`src/rtl/systolic_operand_loader_pkg.sv`:
```
// rtl/systolic_operand_loader_pkg.sv - shared types and sizes for the systolic operand loader
// SYSTOLIC_LOADER_CKSUM_EN adds a trailing XOR checksum byte to every pair.
package systolic_operand_loader_pkg;

  typedef enum logic [1:0] {
    ST_IDLE = 2'd0,
    ST_LOAD = 2'd1,
    ST_HOLD = 2'd2
  } state_t;

  localparam int OPW   = 16;
  localparam int CNT_W = 3;

`ifdef SYSTOLIC_LOADER_CKSUM_EN
  localparam int N_BYTES = 5;
`else
  localparam int N_BYTES = 4;
`endif

  localparam logic [CNT_W-1:0] LAST_CNT = CNT_W'(N_BYTES - 1);

  // Data bytes occupy slots 0..3; slot 4, when present, is the checksum.
  function automatic logic is_data_slot(input logic [CNT_W-1:0] cnt);
    return cnt < CNT_W'(4);
  endfunction

endpackage

```
`src/rtl/systolic_operand_loader_byte_shift.sv`:
```
// rtl/systolic_operand_loader_byte_shift.sv - byte placement register feeding operands A and B
// Slot index selects word (bit 1) and byte lane (bit 0, swapped when MSB_FIRST).
module sys_byte_shift
  import systolic_operand_loader_pkg::*;
#(
  parameter int MSB_FIRST = 0
) (
  input  logic           clk,
  input  logic           rst_n,
  input  logic           i_en,
  input  logic [1:0]     i_idx,
  input  logic [7:0]     i_byte,
  output logic [OPW-1:0] o_a,
  output logic [OPW-1:0] o_b
);

  logic [OPW-1:0] r_a;
  logic [OPW-1:0] r_b;
  logic           w_hi;

  assign w_hi = i_idx[0] ^ (MSB_FIRST != 0);

  always_ff @(posedge clk or negedge rst_n) begin
    if (!rst_n) begin
      r_a <= '0;
      r_b <= '0;
    end else if (i_en) begin
      case ({i_idx[1], w_hi})
        2'b00:   r_a[7:0]  <= i_byte;
        2'b01:   r_a[15:8] <= i_byte;
        2'b10:   r_b[7:0]  <= i_byte;
        default: r_b[15:8] <= i_byte;
      endcase
    end
  end

  assign o_a = r_a;
  assign o_b = r_b;

endmodule

```
`src/rtl/systolic_operand_loader.sv`:
```
// rtl/systolic_operand_loader.sv - assembles byte strobes into A/B operand pairs for a systolic PE
// SYSTOLIC_LOADER_CKSUM_EN: a fifth XOR byte must match or the pair is discarded.
module systolic_operand_loader
  import systolic_operand_loader_pkg::*;
#(
  parameter int MSB_FIRST = 0
) (
  input  logic           clk,
  input  logic           rst_n,
  input  logic           ena,
  input  logic [7:0]     in_byte,
  input  logic           in_strobe,
  input  logic           out_ready,
  input  logic           err_clr,
  output logic [OPW-1:0] a_word,
  output logic [OPW-1:0] b_word,
  output logic           out_valid,
  output logic           busy,
  output logic           err_overrun,
  output logic           err_cksum
);

  state_t           r_state;
  logic [CNT_W-1:0] r_cnt;
  logic             r_valid;
  logic             r_busy;
  logic             r_err_ov;

  logic             w_hold;
  logic             w_accept;
  logic             w_cap;
  logic             w_ov_set;

  assign w_hold   = (r_state == ST_HOLD);
  // The counter sits at 0 in IDLE and HOLD, so it always names the slot of the next byte.
  assign w_accept = ena & in_strobe & (~w_hold | out_ready);
  assign w_cap    = w_accept & is_data_slot(r_cnt);
  assign w_ov_set = ena & in_strobe & w_hold & ~out_ready;

`ifdef SYSTOLIC_LOADER_CKSUM_EN
  logic [7:0] r_cksum;
  logic       r_err_ck;
  logic       w_ck_bad;
  logic       w_ck_set;

  assign w_ck_bad  = ((r_cksum ^ in_byte) != 8'h00);
  assign w_ck_set  = ena & in_strobe & (r_state == ST_LOAD) & (r_cnt == LAST_CNT) & w_ck_bad;
  assign err_cksum = r_err_ck;
`else
  assign err_cksum = 1'b0;
`endif

  sys_byte_shift #(
    .MSB_FIRST (MSB_FIRST)
  ) u_shift (
    .clk    (clk),
    .rst_n  (rst_n),
    .i_en   (w_cap),
    .i_idx  (r_cnt[1:0]),
    .i_byte (in_byte),
    .o_a    (a_word),
    .o_b    (b_word)
  );

  always_ff @(posedge clk or negedge rst_n) begin
    if (!rst_n) begin
      r_state  <= ST_IDLE;
      r_cnt    <= '0;
      r_valid  <= 1'b0;
      r_busy   <= 1'b0;
      r_err_ov <= 1'b0;
`ifdef SYSTOLIC_LOADER_CKSUM_EN
      r_cksum  <= 8'h00;
      r_err_ck <= 1'b0;
`endif
    end else if (ena) begin
      r_err_ov <= w_ov_set | (r_err_ov & ~err_clr);
`ifdef SYSTOLIC_LOADER_CKSUM_EN
      r_err_ck <= w_ck_set | (r_err_ck & ~err_clr);
`endif
      case (r_state)
        ST_IDLE: begin
          if (in_strobe) begin
            r_state <= ST_LOAD;
            r_cnt   <= CNT_W'(1);
            r_busy  <= 1'b1;
`ifdef SYSTOLIC_LOADER_CKSUM_EN
            r_cksum <= in_byte;
`endif
          end
        end
        ST_LOAD: begin
          if (in_strobe) begin
            if (r_cnt == LAST_CNT) begin
              r_cnt  <= '0;
              r_busy <= 1'b0;
`ifdef SYSTOLIC_LOADER_CKSUM_EN
              if (w_ck_bad) begin
                r_state <= ST_IDLE;
              end else begin
                r_state <= ST_HOLD;
                r_valid <= 1'b1;
              end
`else
              r_state <= ST_HOLD;
              r_valid <= 1'b1;
`endif
            end else begin
              r_cnt   <= r_cnt + 1'b1;
`ifdef SYSTOLIC_LOADER_CKSUM_EN
              r_cksum <= r_cksum ^ in_byte;
`endif
            end
          end
        end
        ST_HOLD: begin
          if (out_ready) begin
            r_valid <= 1'b0;
            // A strobe coinciding with the transfer starts the next pair rather than being lost.
            if (in_strobe) begin
              r_state <= ST_LOAD;
              r_cnt   <= CNT_W'(1);
              r_busy  <= 1'b1;
`ifdef SYSTOLIC_LOADER_CKSUM_EN
              r_cksum <= in_byte;
`endif
            end else begin
              r_state <= ST_IDLE;
            end
          end
        end
        default: begin
          r_state <= ST_IDLE;
          r_cnt   <= '0;
          r_valid <= 1'b0;
          r_busy  <= 1'b0;
        end
      endcase
    end
  end

  assign out_valid   = r_valid;
  assign busy        = r_busy;
  assign err_overrun = r_err_ov;

endmodule

```
`config.mk`:
```
export PLATFORM = sky130hd
export DESIGN_NAME = systolic_operand_loader
export DESIGN_NICKNAME = d
export VERILOG_FILES = /design/src/rtl/systolic_operand_loader_pkg.sv /design/src/rtl/systolic_operand_loader_byte_shift.sv /design/src/rtl/systolic_operand_loader.sv
export SDC_FILE = /design/constraint.sdc
export NUM_CORES = 1
export LEC_CHECK = 0
export ABC_CLOCK_PERIOD_IN_PS = 1840
export CORE_ASPECT_RATIO = 0.9
export CORE_MARGIN = 4
export CORE_UTILIZATION = 55
export DETAILED_ROUTE_END_ITERATION = 12
export DONT_BUFFER_PORTS = 1
export GPL_TIMING_DRIVEN = 0
export PLACE_DENSITY = 0.7
export SYNTH_ARGS = -nofsm -noshare
export SYNTH_HDL_FRONTEND = slang
export SYNTH_SLANG_ARGS = --single-unit
```
`constraint.sdc`:
```
create_clock -name clk -period 1.84 [get_ports clk]
set_input_delay 0.092 -clock clk [delete_from_list [all_inputs] [get_ports clk]]
set_output_delay 0.092 -clock clk [all_outputs]
set_load 0.005 [all_outputs]
```
==> out/qor.csv, run 1 <==
stage,metric,value,unit
run_status,status,"complete, no violations",
logic_synthesis,XOR/XNOR Fraction of Synth Area,0,
detailed_routing,DR iter-0 viols,80,
job,max cap viols,0,
power_and_ir_drop,clock network power share,0.152,
worst_setup_path,Worst Path Arrival,1980,ps
global_routing,GR Util met1,0.191,
detailed_routing,vias per inst,5.35,
detailed_routing,drt drc,0,
power_and_ir_drop,Net Sw Power,913,uW
timing,Final Skew,6.21,ps
timing,setup violators final,0,
logic_synthesis,synthesized net count,136,
power_and_ir_drop,switch share,0.315,
finish,Final Non-Filler Cells,190,
clocking,Max Root-Sink Buffers,2,
placed_design,Area after DPL,1800,um^2
clocking,TritonCTS Buffers,5,
logic_synthesis,Gate Count Post-Synth,117,
floorplan,Die Y,61.5,um
power_and_ir_drop,Pleak,0.000920,uW
global_routing,initial antenna violation count,0,
detailed_routing,via count,1017,
finish,post-route cell area,2080,um^2
floorplan,Die Area,4150,um^2
worst_setup_path,"CP delay by family, top",simple AND/OR/NAND/NOR gates,
global_routing,largest net degree at the start of global routing,41,
finish,ANT cells,0,
worst_setup_path,critical path startpoint category,register,
placed_design,HPWL after detailed placement,2250,um
floorplan,Die Span X,67.5,um
detailed_routing,"antenna viol nets, final",0,
power_and_ir_drop,Pint,1990,uW
logic_synthesis,commonest cells in the netlist,"dfrtp_1, mux2_2, nand2_1",
floorplan,IO Pins,50,
hold_path,worst hold path class,in2reg,
timing,worst hold slack,66.2,ps
worst_setup_path,endpoint type of the worst setup path,register,
logic_synthesis,Simple-Gate Fraction of Synth Area,0.116,
timing,Final min period,1770,ps
global_routing,met2 Use GR,0.302,
worst_setup_path,Crit-path slowest cell,nor3b_4,
timing,Max-slew headroom,0.642,
global_routing,vias in the first global route,1092,
logic_synthesis,synth warn,0,
clocking,clk sink count,40,
logic_synthesis,Post-synth top flop,dfrtp_1,
clocking,CTS tree,built,
floorplan,# rows,19,
global_routing,most used routing layer,met2,
worst_setup_path,"Cell Chain, Critical Path",buf_2 -> nor3b_4 -> nor4b_4 -> buf_4 -> mux2_1,
worst_setup_path,critical path type,reg2reg,
detailed_routing,TritonRoute pass-1 iters,4,
logic_synthesis,Cell variety after synth,26,
timing,RSZ-0062 raised after global routing,no,
clocking,H-tree depth,2,
logic_synthesis,cell with the most instances after synthesis,dfrtp_1,
clocking,worst skew pair latency,320,ps
timing,final period utilization,0.959,
global_routing,GRT Overall Usage,0.174,
timing,maximum clock frequency,0.567,GHz
finish,fillers,221,
placed_design,GPL Wtd Cong,0.839,
power_and_ir_drop,Logic pwr share,0.288,
power_and_ir_drop,Peak VDD IR,0.768,mV
global_routing,first-pass GRT wire length,5140,um
finish,Final #Nets,166,
power_and_ir_drop,register share of total power,0.561,
logic_synthesis,largest family of logic cells by synthesized area,multiplexers,
timing,Hold Fails Final Rpt,0,
floorplan,starting density of the core,0.571,
logic_synthesis,compound-cell area share of the yosys netlist,0.0471,
detailed_routing,"wirelength, routed",3330,um
power_and_ir_drop,Power Density,1390,nW/um^2
clocking,root buf cell,clkbuf_4,
worst_setup_path,worst stage delay on the critical path,500,ps
finish,layout cells sized above 1,0.378,
logic_synthesis,"Seq/Total Area, Yosys",0.571,
timing,worst-margin pin slew,536,ps
logic_synthesis,Synth top area share,0.571,
logic_synthesis,register bit total from synthesis,40,
timing,setup TNS,0,ps
logic_synthesis,Synth Area per Inst,15.0,um^2
logic_synthesis,cell taking the most area after synthesis,dfrtp_1,
detailed_routing,DR WL/cell,17.5,um
logic_synthesis,Area contributors post-synth,"dfrtp_1, mux2_2, nor4b_4",
logic_synthesis,mux cell area share after synthesis,0.211,
finish,area grow syn2layout,18.8,%
worst_setup_path,critical path required time,2060,ps
worst_setup_path,Bufs and invs on worst path,2,
worst_setup_path,CP max FO,8,
logic_synthesis,adder-cell share of the synthesized area,0.0357,
logic_synthesis,Async SR Flop Fraction,1.00,
clocking,clock-pin transition on the worst setup and hold timing paths,110,ps
logic_synthesis,Mapped Area,1750,um^2
placed_design,Inst Count DP,159,
placed_design,Buffers on Ports,0,
global_routing,grt met3 use,0.0693,
global_routing,"Remaining Overflow, GRT",0,
floorplan,core area,3070,um^2
timing,Pins Over Slew Limit,0,
logic_synthesis,"EDFF count, synth",0,
-- worst register-to-register path: cells and delay by family (launching register included) --
| kind | cells | cell delay [ps] |
|---|---|---|
| DFF | 1 | 370 |
| and+or+nand+nor | 2 | 620 |
| buffers and inverters | 2 | 370 |
| muxes | 1 | 320 |
-- worst paths after layout --
kind,start,end,slack [ps],depth (start not counted)
min reg2reg,busy,busy,530,1
max in group asynchronous,rst_n,u_shift.o_b[10],1430,2
min,ena,r_cnt[0],70,3
min in group asynchronous,rst_n,u_shift.o_b[3],220,2
max reg2reg,r_state[0],u_shift.o_b[11],70,5
max,r_state[0],u_shift.o_b[11],70,5
-- stage by stage --
stage | worst slack [ps] | power, uW | utilization
5_1_grt | 5.06 | 3120 | 0.678
4_1_cts | 8.77 | 2910 | 0.664
3_5_place_dp | -50.7 | 2410 | 0.588
6_report | 74.8 | 2900 | 0.678
2_1_floorplan | 253 | 2180 | -
3_3_place_gp | -8.73 | 2350 | 0.588
-- power by group through the flow --
| stage | logic [uW] | registers [uW] | clock network (uW) |
|---|---|---|---|
| finish | 835 | 1630 | 439 |
| global route | 938 | 1690 | 501 |
| CTS | 813 | 1640 | 457 |
| detailed placement | 744 | 1660 | 0 |
| global placement | 706 | 1640 | 0 |
| floorplan | 636 | 1550 | 0 |
-- cell families after synthesis --
group | after synthesis
mux | 33
flops | 40
fa+ha+maj | 5
compound gates | 12
buf+inv | 6
simple gates | 20
other cells | 1
-- metal layers --
layer / part of all wire / vias to the layer above
met3: 0.087 / 4
met1: 0.41 / 507
met4: 0.011 / 0
met5: 0 / -
li1: - / 469
met2: 0.49 / 37
-- registers in the layout (all words and copies together) (netlist names) --
name         flops
busy             1
u_shift.o_a     16
r_state          2
out_valid        1
r_cnt            3
u_shift.o_b     16
err_overrun      1
-- layout make-up --
cell class / count / area [um^2] / area share
Multi-Input combinational cell: 71 / 722 / 0.347
Sequential cell: 40 / 1000 / 0.481
Inverter: 3 / 11.3 / 0.00541
Buffer: 3 / 17.5 / 0.00842
Tap cell: 42 / 52.6 / 0.0253
Timing Repair Buffer: 23 / 218 / 0.105
Clock buffer: 8 / 58.8 / 0.0283
-- what timing repair did --
item / 4_1_cts / 5_1_grt
endpoints found under the setup margin: 20 / 23
buffers inserted: 3 / 6
resized for setup: 0 / 0
pin swaps: 3 / 2
endpoints found under the hold margin: 77 / 0
hold buffers: 14 / 0
-- cell usage in the layout (no fill, tap or decap), drive strengths merged --
cell type     n
a211oi        1
a21oi         1
a31oi         1
a32oi         1
and2          2
and3b         1
buf          13
clkbuf        8
conb          1
dfrtp        40
dlygate4sd3  13
ha            5
inv           3
mux2         32
mux2i         1
nand2         7
nand2b        2
nor2b         2
nor3b         1
nor4b         4
o211ai        2
o21a          3
o21ai         2
o31ai         1
or3b          1
Note: power is estimated with default switching activity, not from simulation.
==> run 2, diff against run 1 <==
REMOVE_ABC_BUFFERS = 1   (was default)
==> out/qor.csv, run 2 (synthesis results as in run 1) <==
stage,metric,value,unit,change
finish,area grow syn2layout,18.1,%,was 18.8%
power_and_ir_drop,Power Density,1400,nW/um^2,was 1390 nW/um^2
clocking,CTS tree,built,,unchanged
job,max cap viols,0,,unchanged
clocking,Max Root-Sink Buffers,2,,unchanged
timing,final period utilization,0.921,,was 0.959
clocking,clock-pin transition on the worst setup and hold timing paths,110,ps,about the same
timing,maximum clock frequency,0.590,GHz,was 0.567 GHz
floorplan,# rows,19,,unchanged
floorplan,Die Span X,67.5,um,unchanged
worst_setup_path,crit path from,r_state[1],,was r_state[0]
hold_path,worst hold path class,in2reg,,unchanged
timing,Final Skew,4.95,ps,was 6.21 ps
detailed_routing,TritonRoute pass-1 iters,3,,was 4
timing,RSZ-0062 raised after global routing,no,,unchanged
clocking,TritonCTS Buffers,5,,unchanged
worst_setup_path,critical path required time,2070,ps,was 2060 ps
clocking,H-tree depth,2,,unchanged
finish,"commonest non-fill, non-tap cell in the layout",dfrtp_1,,unchanged
clocking,worst skew pair latency,330,ps,was 320 ps
timing,Pins Over Slew Limit,0,,unchanged
placed_design,Inst Count DP,156,,was 159
timing,worst hold slack,28.7,ps,was 66.2 ps
detailed_routing,"wirelength, routed",3230,um,was 3330 um
floorplan,Die Area,4150,um^2,unchanged
floorplan,starting density of the core,0.571,,unchanged
detailed_routing,via count,1044,,was 1017
global_routing,first-pass GRT wire length,5430,um,was 5140 um
detailed_routing,"antenna viol nets, final",0,,unchanged
finish,fillers,211,,was 221
worst_setup_path,critical path type,reg2reg,,unchanged
detailed_routing,vias per inst,5.58,,was 5.35
worst_setup_path,CP max FO,8,,unchanged
global_routing,initial antenna violation count,0,,unchanged
worst_setup_path,Worst Path Arrival,1920,ps,was 1980 ps
finish,Final Core Density,0.675,,was 0.678
timing,setup violators final,0,,unchanged
finish,ANT cells,0,,unchanged
global_routing,"Remaining Overflow, GRT",0,,unchanged
placed_design,HPWL after detailed placement,2180,um,was 2250 um
finish,Final #Nets,163,,was 166
detailed_routing,DR iter-0 viols,19,,was 80
finish,layout cells sized above 1,0.366,,was 0.378
worst_setup_path,worst r2r src,r_state[1],,was r_state[0]
timing,Hold Fails Final Rpt,0,,unchanged
detailed_routing,DR WL/cell,17.3,um,was 17.5 um
finish,most frequent cells in the layout,"dfrtp_1, mux2_2, dlygate4sd3_1",,unchanged
floorplan,Die Y,61.5,um,unchanged
hold_path,Worst Min Path Start,ena,,unchanged
run_status,status,"complete, no violations",,unchanged
timing,Max-slew headroom,0.655,,was 0.642
timing,Final min period,1700,ps,was 1770 ps
clocking,clk sink count,40,,unchanged
timing,worst-margin pin slew,517,ps,was 536 ps
global_routing,GRT Overall Usage,0.180,,was 0.174
power_and_ir_drop,Peak VDD IR,0.913,mV,was 0.768 mV
floorplan,IO Pins,50,,unchanged
placed_design,pre-CTS WS,-74.2,ps,was -50.7 ps
timing,setup TNS,0,ps,unchanged
detailed_routing,drt drc,0,,unchanged
global_routing,vias in the first global route,1121,,was 1092
worst_setup_path,critical path startpoint category,register,,unchanged
finish,Final Non-Filler Cells,187,,was 190
floorplan,core area,3070,um^2,unchanged
global_routing,largest net degree at the start of global routing,41,,unchanged
worst_setup_path,endpoint type of the worst setup path,register,,unchanged
placed_design,GPL Wtd Cong,0.688,,was 0.839
power_and_ir_drop,Pleak,0.000905,uW,was 0.000920 uW
clocking,root buf cell,clkbuf_4,,unchanged
placed_design,Buffers on Ports,0,,unchanged
clocking,post_cts resized,0,,unchanged
timing,Setup WS post-layout,145,ps,was 74.8 ps
## run 2: final cells by class
cell class	count	area, um^2	share of cell area
Sequential cell	40	1000	0.484
Tap cell	42	52.6	0.0254
Multi-Input combinational cell	71	722	0.349
Timing Repair Buffer	23	220	0.106
Clock buffer	7	55.1	0.0266
Inverter	3	11.3	0.00544
Clock inverter	1	7.51	0.00363
## run 2: repair_timing
action	4_1_cts	5_1_grt
hold buffers	15	0
setup buffers	7	1
gates cloned	0	0
pin swaps	4	0
setup endpoints to repair	32	8
endpoints found under the hold margin	74	0
## run 2: worst paths after layout
path                                        end  slack (ps)  depth (start not counted)
worst max-delay path            u_shift.o_b[11]         140                          4
worst min-delay path                 r_state[0]          30                          2
worst max register to register  u_shift.o_b[11]         140                          4
worst min register to register  u_shift.o_b[11]         540                          1
max in group asynchronous             out_valid        1450                          2
min in group asynchronous        u_shift.o_a[0]         200                          2
## run 2: where the power goes
group | internal (uW) | switching, uW
logic | 491 | 294
clock network | 187 | 268
registers | 1290 | 354
## run 2: layer usage
metal  GRT usage  part of all wire  routed length (um)
met5           0                 0                   0
met4      0.0809             0.017                  55
met3      0.0657             0.068                 219
met2       0.275              0.48                1560
met1       0.231              0.43                1400
## run 2: through the flow
stage	instance area [um^2]	power (uW)
CTS	2060	2930
global route	2070	3120
finish	2070	2890
floorplan	1730	2170
detailed placement	1790	2380
global placement	1790	2330
## run 2: critical path, cell delays in order, from the launching register on
cell and delay, ps:
dfrtp_1 500, nor3b_4 520, nor4b_4 100, buf_4 170, mux2_1 300
